## src/rtl/rv_bus_arb_pkg.sv

```systemverilog
// Shared state encoding and constants for the fetch/LSU memory bus arbiter.
package rv_bus_arb_pkg;

  typedef enum logic [1:0] {
    ARB_IDLE,
    ARB_IF,
    ARB_LS,
    ARB_IF_KILL
  } arb_state_t;

  localparam logic [3:0] IF_BE_ALL = 4'hF;

endpackage

```

## src/rtl/rv_bus_arb_starve_cnt.sv

```systemverilog
// Counts back-to-back LS grants taken while fetch waits; flags when fetch must win.
// Single-cycle update on grant; compare is combinational against STARVE_LIMIT.
module rv_bus_arb_starve_cnt #(
  parameter int unsigned STARVE_LIMIT = 4
) (
  input  logic clk,
  input  logic rst,
  input  logic idle,
  input  logic if_req,
  input  logic ls_grant,
  input  logic if_grant,
  output logic force_if
);

  logic [3:0] cnt;

  always_ff @(posedge clk or posedge rst) begin
    if (rst) begin
      cnt <= '0;
    end else if (if_grant || (idle && !if_req)) begin
      cnt <= '0;
    end else if (ls_grant && if_req && (cnt != 4'hF)) begin
      cnt <= cnt + 4'd1;
    end
  end

  assign force_if = (cnt == 4'(STARVE_LIMIT));

endmodule

```

## src/rtl/rv_bus_arbiter.sv

```systemverilog
// Shares one memory bus between fetch and LSU; LS priority, optional fairness via RV_BUS_ARB_STARVE_GUARD_EN.
// Grant registered one cycle after request; owner ack is combinational with bus ack; requesters stall until ack.
module rv_bus_arbiter
  import rv_bus_arb_pkg::*;
#(
  parameter int unsigned STARVE_LIMIT = 4
) (
  input  logic        i_clk,
  input  logic        i_reset,
  input  logic        i_if_req,
  input  logic [31:2] i_if_addr,
  input  logic        i_if_kill,
  output logic        o_if_ack,
  output logic [31:0] o_if_rdata,
  output logic        o_if_stall,
  input  logic        i_ls_req,
  input  logic        i_ls_we,
  input  logic [31:2] i_ls_addr,
  input  logic [31:0] i_ls_wdata,
  input  logic [3:0]  i_ls_be,
  output logic        o_ls_ack,
  output logic [31:0] o_ls_rdata,
  output logic        o_ls_stall,
  output logic        o_bus_req,
  output logic        o_bus_we,
  output logic [31:2] o_bus_addr,
  output logic [31:0] o_bus_wdata,
  output logic [3:0]  o_bus_be,
  input  logic        i_bus_ack,
  input  logic [31:0] i_bus_rdata
);

  arb_state_t state, state_nxt;
  logic       grant_if;
  logic       grant_ls;
  logic       force_if;

`ifdef RV_BUS_ARB_STARVE_GUARD_EN
  rv_bus_arb_starve_cnt #(
    .STARVE_LIMIT(STARVE_LIMIT)
  ) u_starve_cnt (
    .clk      (i_clk),
    .rst      (i_reset),
    .idle     (state == ARB_IDLE),
    .if_req   (i_if_req),
    .ls_grant (grant_ls),
    .if_grant (grant_if),
    .force_if (force_if)
  );
`else
  logic unused_cfg;
  assign force_if   = 1'b0;
  assign unused_cfg = ^4'(STARVE_LIMIT);
`endif

  always_ff @(posedge i_clk or posedge i_reset) begin
    if (i_reset) begin
      state <= ARB_IDLE;
    end else begin
      state <= state_nxt;
    end
  end

  always_comb begin
    state_nxt = state;
    grant_if  = 1'b0;
    grant_ls  = 1'b0;
    o_if_ack  = 1'b0;
    o_ls_ack  = 1'b0;
    case (state)
      ARB_IDLE: begin
        if (i_ls_req && !(force_if && i_if_req)) begin
          grant_ls  = 1'b1;
          state_nxt = ARB_LS;
        end else if (i_if_req) begin
          grant_if  = 1'b1;
          state_nxt = ARB_IF;
        end
      end
      ARB_IF: begin
        // A redirect in the ack cycle drops the stale fetch data outright.
        if (i_bus_ack) begin
          o_if_ack  = !i_if_kill;
          state_nxt = ARB_IDLE;
        end else if (i_if_kill) begin
          state_nxt = ARB_IF_KILL;
        end
      end
      ARB_LS: begin
        if (i_bus_ack) begin
          o_ls_ack  = 1'b1;
          state_nxt = ARB_IDLE;
        end
      end
      ARB_IF_KILL: begin
        if (i_bus_ack) begin
          state_nxt = ARB_IDLE;
        end
      end
      default: state_nxt = ARB_IDLE;
    endcase
  end

  // Grants only happen in IDLE, so the payload is frozen for the whole transaction.
  always_ff @(posedge i_clk or posedge i_reset) begin
    if (i_reset) begin
      o_bus_req   <= 1'b0;
      o_bus_we    <= 1'b0;
      o_bus_addr  <= '0;
      o_bus_wdata <= '0;
      o_bus_be    <= '0;
    end else if (grant_ls) begin
      o_bus_req   <= 1'b1;
      o_bus_we    <= i_ls_we;
      o_bus_addr  <= i_ls_addr;
      o_bus_wdata <= i_ls_wdata;
      o_bus_be    <= i_ls_be;
    end else if (grant_if) begin
      o_bus_req   <= 1'b1;
      o_bus_we    <= 1'b0;
      o_bus_addr  <= i_if_addr;
      o_bus_wdata <= '0;
      o_bus_be    <= IF_BE_ALL;
    end else if (i_bus_ack && (state != ARB_IDLE)) begin
      o_bus_req   <= 1'b0;
    end
  end

  assign o_if_rdata = o_if_ack ? i_bus_rdata : '0;
  assign o_ls_rdata = o_ls_ack ? i_bus_rdata : '0;
  assign o_if_stall = i_if_req & !o_if_ack;
  assign o_ls_stall = i_ls_req & !o_ls_ack;

endmodule

```

## config.mk

```make
export PLATFORM = sky130hd
export DESIGN_NAME = rv_bus_arbiter
export DESIGN_NICKNAME = d
export VERILOG_FILES = /design/src/rtl/rv_bus_arb_pkg.sv /design/src/rtl/rv_bus_arb_starve_cnt.sv /design/src/rtl/rv_bus_arbiter.sv
export SDC_FILE = /design/constraint.sdc
export NUM_CORES = 1
export LEC_CHECK = 0
export CORE_MARGIN = 4
export CORE_UTILIZATION = 36
export DETAILED_ROUTE_END_ITERATION = 16
export GPL_ROUTABILITY_DRIVEN = 0
export HOLD_SLACK_MARGIN = 0.15
export PLACE_DENSITY = 0.83
export SETUP_SLACK_MARGIN = 0.15
export SLEW_MARGIN = 10
export SYNTH_ARGS = -nofsm -noshare
export SYNTH_HDL_FRONTEND = slang
export SYNTH_SLANG_ARGS = --single-unit
```

## constraint.sdc

```tcl
create_clock -name i_clk -period 3.4 [get_ports i_clk]
set_input_delay 0.68 -clock i_clk [delete_from_list [all_inputs] [get_ports i_clk]]
set_output_delay 0.68 -clock i_clk [all_outputs]
set_load 0.05 [all_outputs]
```

* Word level (Yosys, flattened, before mapping)
Index checks and enable logic that the tools add are counted.
Word-level totals: register bits after elaboration 70, output and inout bits 136, logic and storage cells 52
Cells by class: equal/unequal tests 6, mux-type cells 28, bitwise gates (word level) 2, reduce and logical (&&, ||, !) cells 10
Operators by type and width (number):
- 32-bit 2-to-1 mux | 4
- 30-bit 2-to-1 mux | 2
- 1-bit 2-to-1 mux | 14
- 2-bit 2-to-1 mux | 5
- 4-bit 2-to-1 mux | 2
- 3-bit inequality test, second input constant | 2
- 2-bit one-hot mux with 3 select lines | 1
- 2-bit == test, second input constant | 2
- 2-bit nonzero test | 2
- 1-bit logical NOT | 3
- 3-bit AND reduction | 1
- 3-bit nonzero test | 1
- 1-bit AND | 2
- 2-bit by 1-bit == test with 1-bit output, second input constant | 1
- 2-bit logical NOT | 1
- 2-bit by 1-bit inequality test with 1-bit output, second input constant | 1
- 2-bit OR reduction | 1
- 1-bit logical AND | 1

* Depth between registers and ports, before layout
depth in word-level cells 5, gate-level depth with buffers 6, gate-level depth less buffers 3

* Worst setup path before layout
Ideal clock, no wire load.
path kind in2out, from in i_bus_ack, to out o_ls_stall, arrival 1.915 ns, slack 0.805 ns, stages 4, path buffers 2, cell sequence and3_2 -> buf_2 -> buf_2 -> nor2_1
On the way: longest elaborated chain between the ends 4
RTL lines:
- start: declaration | RTL line rv_bus_arbiter.sv:29 | input logic i_bus_ack,
- 1-bit 2-to-1 mux | RTL line rv_bus_arbiter.sv:90 | if (i_bus_ack) begin
- 1-bit 2-to-1 mux | RTL line rv_bus_arbiter.sv:70 | case (state)
- via o_ls_ack | RTL line rv_bus_arbiter.sv:21 | output logic o_ls_ack,
- 1-bit logical NOT | RTL line rv_bus_arbiter.sv:132 | assign o_ls_stall = i_ls_req & !o_ls_ack;
- 1-bit AND | RTL line rv_bus_arbiter.sv:132
- end: declaration | RTL line rv_bus_arbiter.sv:23 | output logic o_ls_stall,
The timed path passes the listed nets, and every way through them passes these cells.

* Worst setup path after layout
from in i_bus_ack, to out o_ls_rdata[18]
On the way: longest elaborated chain between the ends 3
RTL lines:
- 1-bit 2-to-1 mux | RTL line rv_bus_arbiter.sv:90
- 1-bit 2-to-1 mux | RTL line rv_bus_arbiter.sv:70
- 32-bit 2-to-1 mux | RTL line rv_bus_arbiter.sv:130 | assign o_ls_rdata = o_ls_ack ? i_bus_rdata : '0;
- end: declaration | RTL line rv_bus_arbiter.sv:22 | output logic [31:0] o_ls_rdata,
No other way between the ends.

==> results.sh <==
export IMPL_ys_ff_latch=70
export IMPL_drt_total_wl_mm=14.0
export IMPL_wl_met3_mm=1.00
export IMPL_p_clk_frac=0.130
export IMPL_holdBufCountCts=0
export IMPL_worstReg2RegStart="state[1]$_DFFE_PP0P_"
export IMPL_min_delay_worst_endpoint="o_bus_addr[31]$_DFFE_PP0P_"
export IMPL_critical_path_class="input pin to primary output"
export IMPL_cp_arrival_ps=2170
export IMPL_min_period_over_period=0.838
export IMPL_clk_pin_slew_ps=70
export IMPL_synth_area_sq_um=3350
export IMPL_pwr_share_comb=0.601
export IMPL_cts_sinks=70
export IMPL_vias_per_cell=5.25
export IMPL_ys_top_cells_by_area="dfrtp_1 (52%), and2_1 (10%), o22ai_1 (10%), a22o_1 (8.6%), a21oi_1 (4.3%)"
export IMPL_drc=0
export IMPL_reg2reg_to="o_bus_addr[20]$_DFFE_PP0P_"
export IMPL_seq_power_share=0.269
export IMPL_whs_path_depth=1
export IMPL_required_ps=2720
export IMPL_crit_path_end_kind="primary output"
export IMPL_antenna_found_initial=0
export IMPL_fin_skew_ps=5.26
export IMPL_htree_levels=3
export IMPL_cp_start_kind="input pin"
export IMPL_drt_iter0_drc=166
export IMPL_syn_nets=445
export IMPL_yosysWarningCount=0
export IMPL_netlist_instances=310
export IMPL_syn2layout_area_growth_pct=107
export IMPL_worstMarginPinSlew_ps=1150
export IMPL_grtUsageTotal=0.255
export IMPL_grt_max_degree=71
export IMPL_synth_top_area_frac=0.524
export IMPL_max_vdd_ir_drop_mv=0.593
export IMPL_avgSynthCellArea_sq_um=10.8
export IMPL_final_antenna_net_count=0
export IMPL_post_cts_setup_buffers=0
export IMPL_vias=3563
export IMPL_setup_viol=0
export IMPL_hold_violations=0
export IMPL_drt_met1_wl_mm=5.11
export IMPL_netlist_top_cell_by_area="dfrtp_1"
export IMPL_tns_ps=0
export IMPL_reg2reg_depth=3
export IMPL_p_per_area_nw_per_um2=757
export IMPL_outcome="finished, final reports clean"
export IMPL_io_pins=271
export IMPL_placed_cell_area_sq_um=6710
export IMPL_leakage_nw=2.83
export IMPL_die_area_sq_um=10900
export IMPL_reg2reg_slack_ps=1440
export IMPL_grt_pass1_vias=3817
export IMPL_dp_hpwl_mm=10.9
export IMPL_met2WireLength_mm=7.65
export IMPL_row_count=34
export IMPL_dieHeight_um=104
export IMPL_layout_nets=701
export IMPL_yosysSeqAreaShare=0.524
export IMPL_p_sw_mw=2.53
export IMPL_clock_path_buffers=2
export IMPL_grt_overflow_total=0
export IMPL_core_area_sq_um=8890
export IMPL_grt_pass1_wl_mm=21.7
export IMPL_cap_violations=0
export IMPL_cts_tree="built"
export IMPL_worstHoldStart="o_bus_addr[31]$_DFFE_PP0P_"
export IMPL_cts_buffers=9
export IMPL_power_internal_mw=2.71
export IMPL_post_route_cells_drive_above_1_share=0.189
export IMPL_root_buffer="clkbuf_8"
export IMPL_maxSlewHeadroom=0.233
export IMPL_rsz0062_at_grt="no"
export IMPL_fin_area_sq_um=6920
export IMPL_min_period_ps=2850
export IMPL_cp_max_fo=34
export IMPL_portBuffers=270
export IMPL_synth_cell_types=25
export IMPL_finalMaxSlewViolations=0
export IMPL_hold_path_class="register to register"
export IMPL_routed_top_layer="met4"
export IMPL_p_sw_frac=0.482
export IMPL_initial_core_util=0.376
export IMPL_die_x_um=104
export IMPL_fmax_mhz=351
export IMPL_antenna_diode_count=0
export IMPL_routedWlPerCell_um=20.6
export IMPL_cts_repair_resized=0
export IMPL_clock_latency_ps=330
export IMPL_drtPass1Iterations=4
## logic make-up (layout without fill, tap and decap cells)
| logic type | Yosys count | count (layout) | share of synthesized area |
|---|---|---|---|
| AOI/OAI and AO/OA | 130 | 130 | 0.264 |
| and+or+nand+nor | 76 | 76 | 0.155 |
| DFF | 70 | 70 | 0.524 |
| buffers and inverters | 34 | 295 | 0.0572 |
## layout by cell type (no fill, tap or decap), types with 4 or more instances in the layout
cell	instances
and2_1	55
clkbuf_8	11
and2_2	12
clkdlybuf4s50_1	202
o22a_1	4
o22ai_1	54
dfrtp_1	70
buf_12	67
a22o_1	33
a21oi_1	29
buf_4	6
## synth_stat cells (all sizes together)
cell type   n
dfrtp      70
and2       67
o22ai      54
a22o       33
a21oi      29
buf        20
clkbuf     10
inv         4
nor2        4
o22a        4
a31oi       3
o2bb2ai     3
o21ai       2
or3b        2
a2bb2oi     1
and3        1
nor4b       1
o32ai       1
or2         1
## sequential cells by signal, summed over array words and instances (netlist names)
signal / cells
o_bus_req: 1
o_bus_wdata: 32
state: 2
o_bus_we: 1
o_bus_addr: 30
o_bus_be: 4
## worst max-delay path by stage
| stage | start | end | slack (ps) | depth (start not counted) |
|---|---|---|---|---|
| 2_1_floorplan | i_bus_ack | o_ls_stall | 810 | 4 |
| 3_3_place_gp | i_bus_ack | o_ls_rdata[21] | 610 | 4 |
| 3_5_place_dp | i_bus_ack | o_if_rdata[20] | 560 | 5 |
| 4_1_cts | i_bus_ack | o_if_rdata[20] | 550 | 5 |
| 5_1_grt | i_bus_ack | o_if_rdata[3] | 430 | 5 |
| 6_report | i_bus_ack | o_ls_rdata[18] | 550 | 4 |
## power by group through the flow
stage                     sequential [mW]  combinational, mW  clock (mW)
after floorplan                      2.55              0.788           0
after global placement               1.39               3.11           0
after detailed placement             1.41               3.16           0
after CTS                            1.40               3.17       0.700
after global routing                 1.45               3.27       0.735
final                                1.41               3.15       0.684
## layer usage
metal / GRT usage / vias up
met4: 0.0684 / 0
met2: 0.461 / 156
met3: 0.0708 / 21
met1: 0.294 / 1721
met5: 0 / -
li1: - / 1665
## cell type report
class,count,area (sq um)
multi-input cells,206,1400
clock buffers,11,151
fillers,579,1970
clock inverters,5,57.6
repair buffers,275,3410
flip-flops and latches,70,1750
inverters,4,15.0
well taps,108,135
## through the flow
step / util / hold slack (ps) / instances / total power [mW] / setup WS (ps)
after floorplan: - / 634 / 310 / 3.34 / 805
after global placement: 0.755 / 476 / 663 / 4.51 / 611
after detailed placement: 0.755 / 473 / 663 / 4.57 / 560
after CTS: 0.778 / 500 / 679 / 5.27 / 548
after global routing: 0.778 / 517 / 679 / 5.46 / 431
final: 0.778 / 496 / 679 / 5.24 / 551
## critical path, cell delays in order
cell	delay, ps
clkdlybuf4s50_1	540
and3_2	520
and2_1	270
buf_12	150
Power figures use the tool's default switching activity.
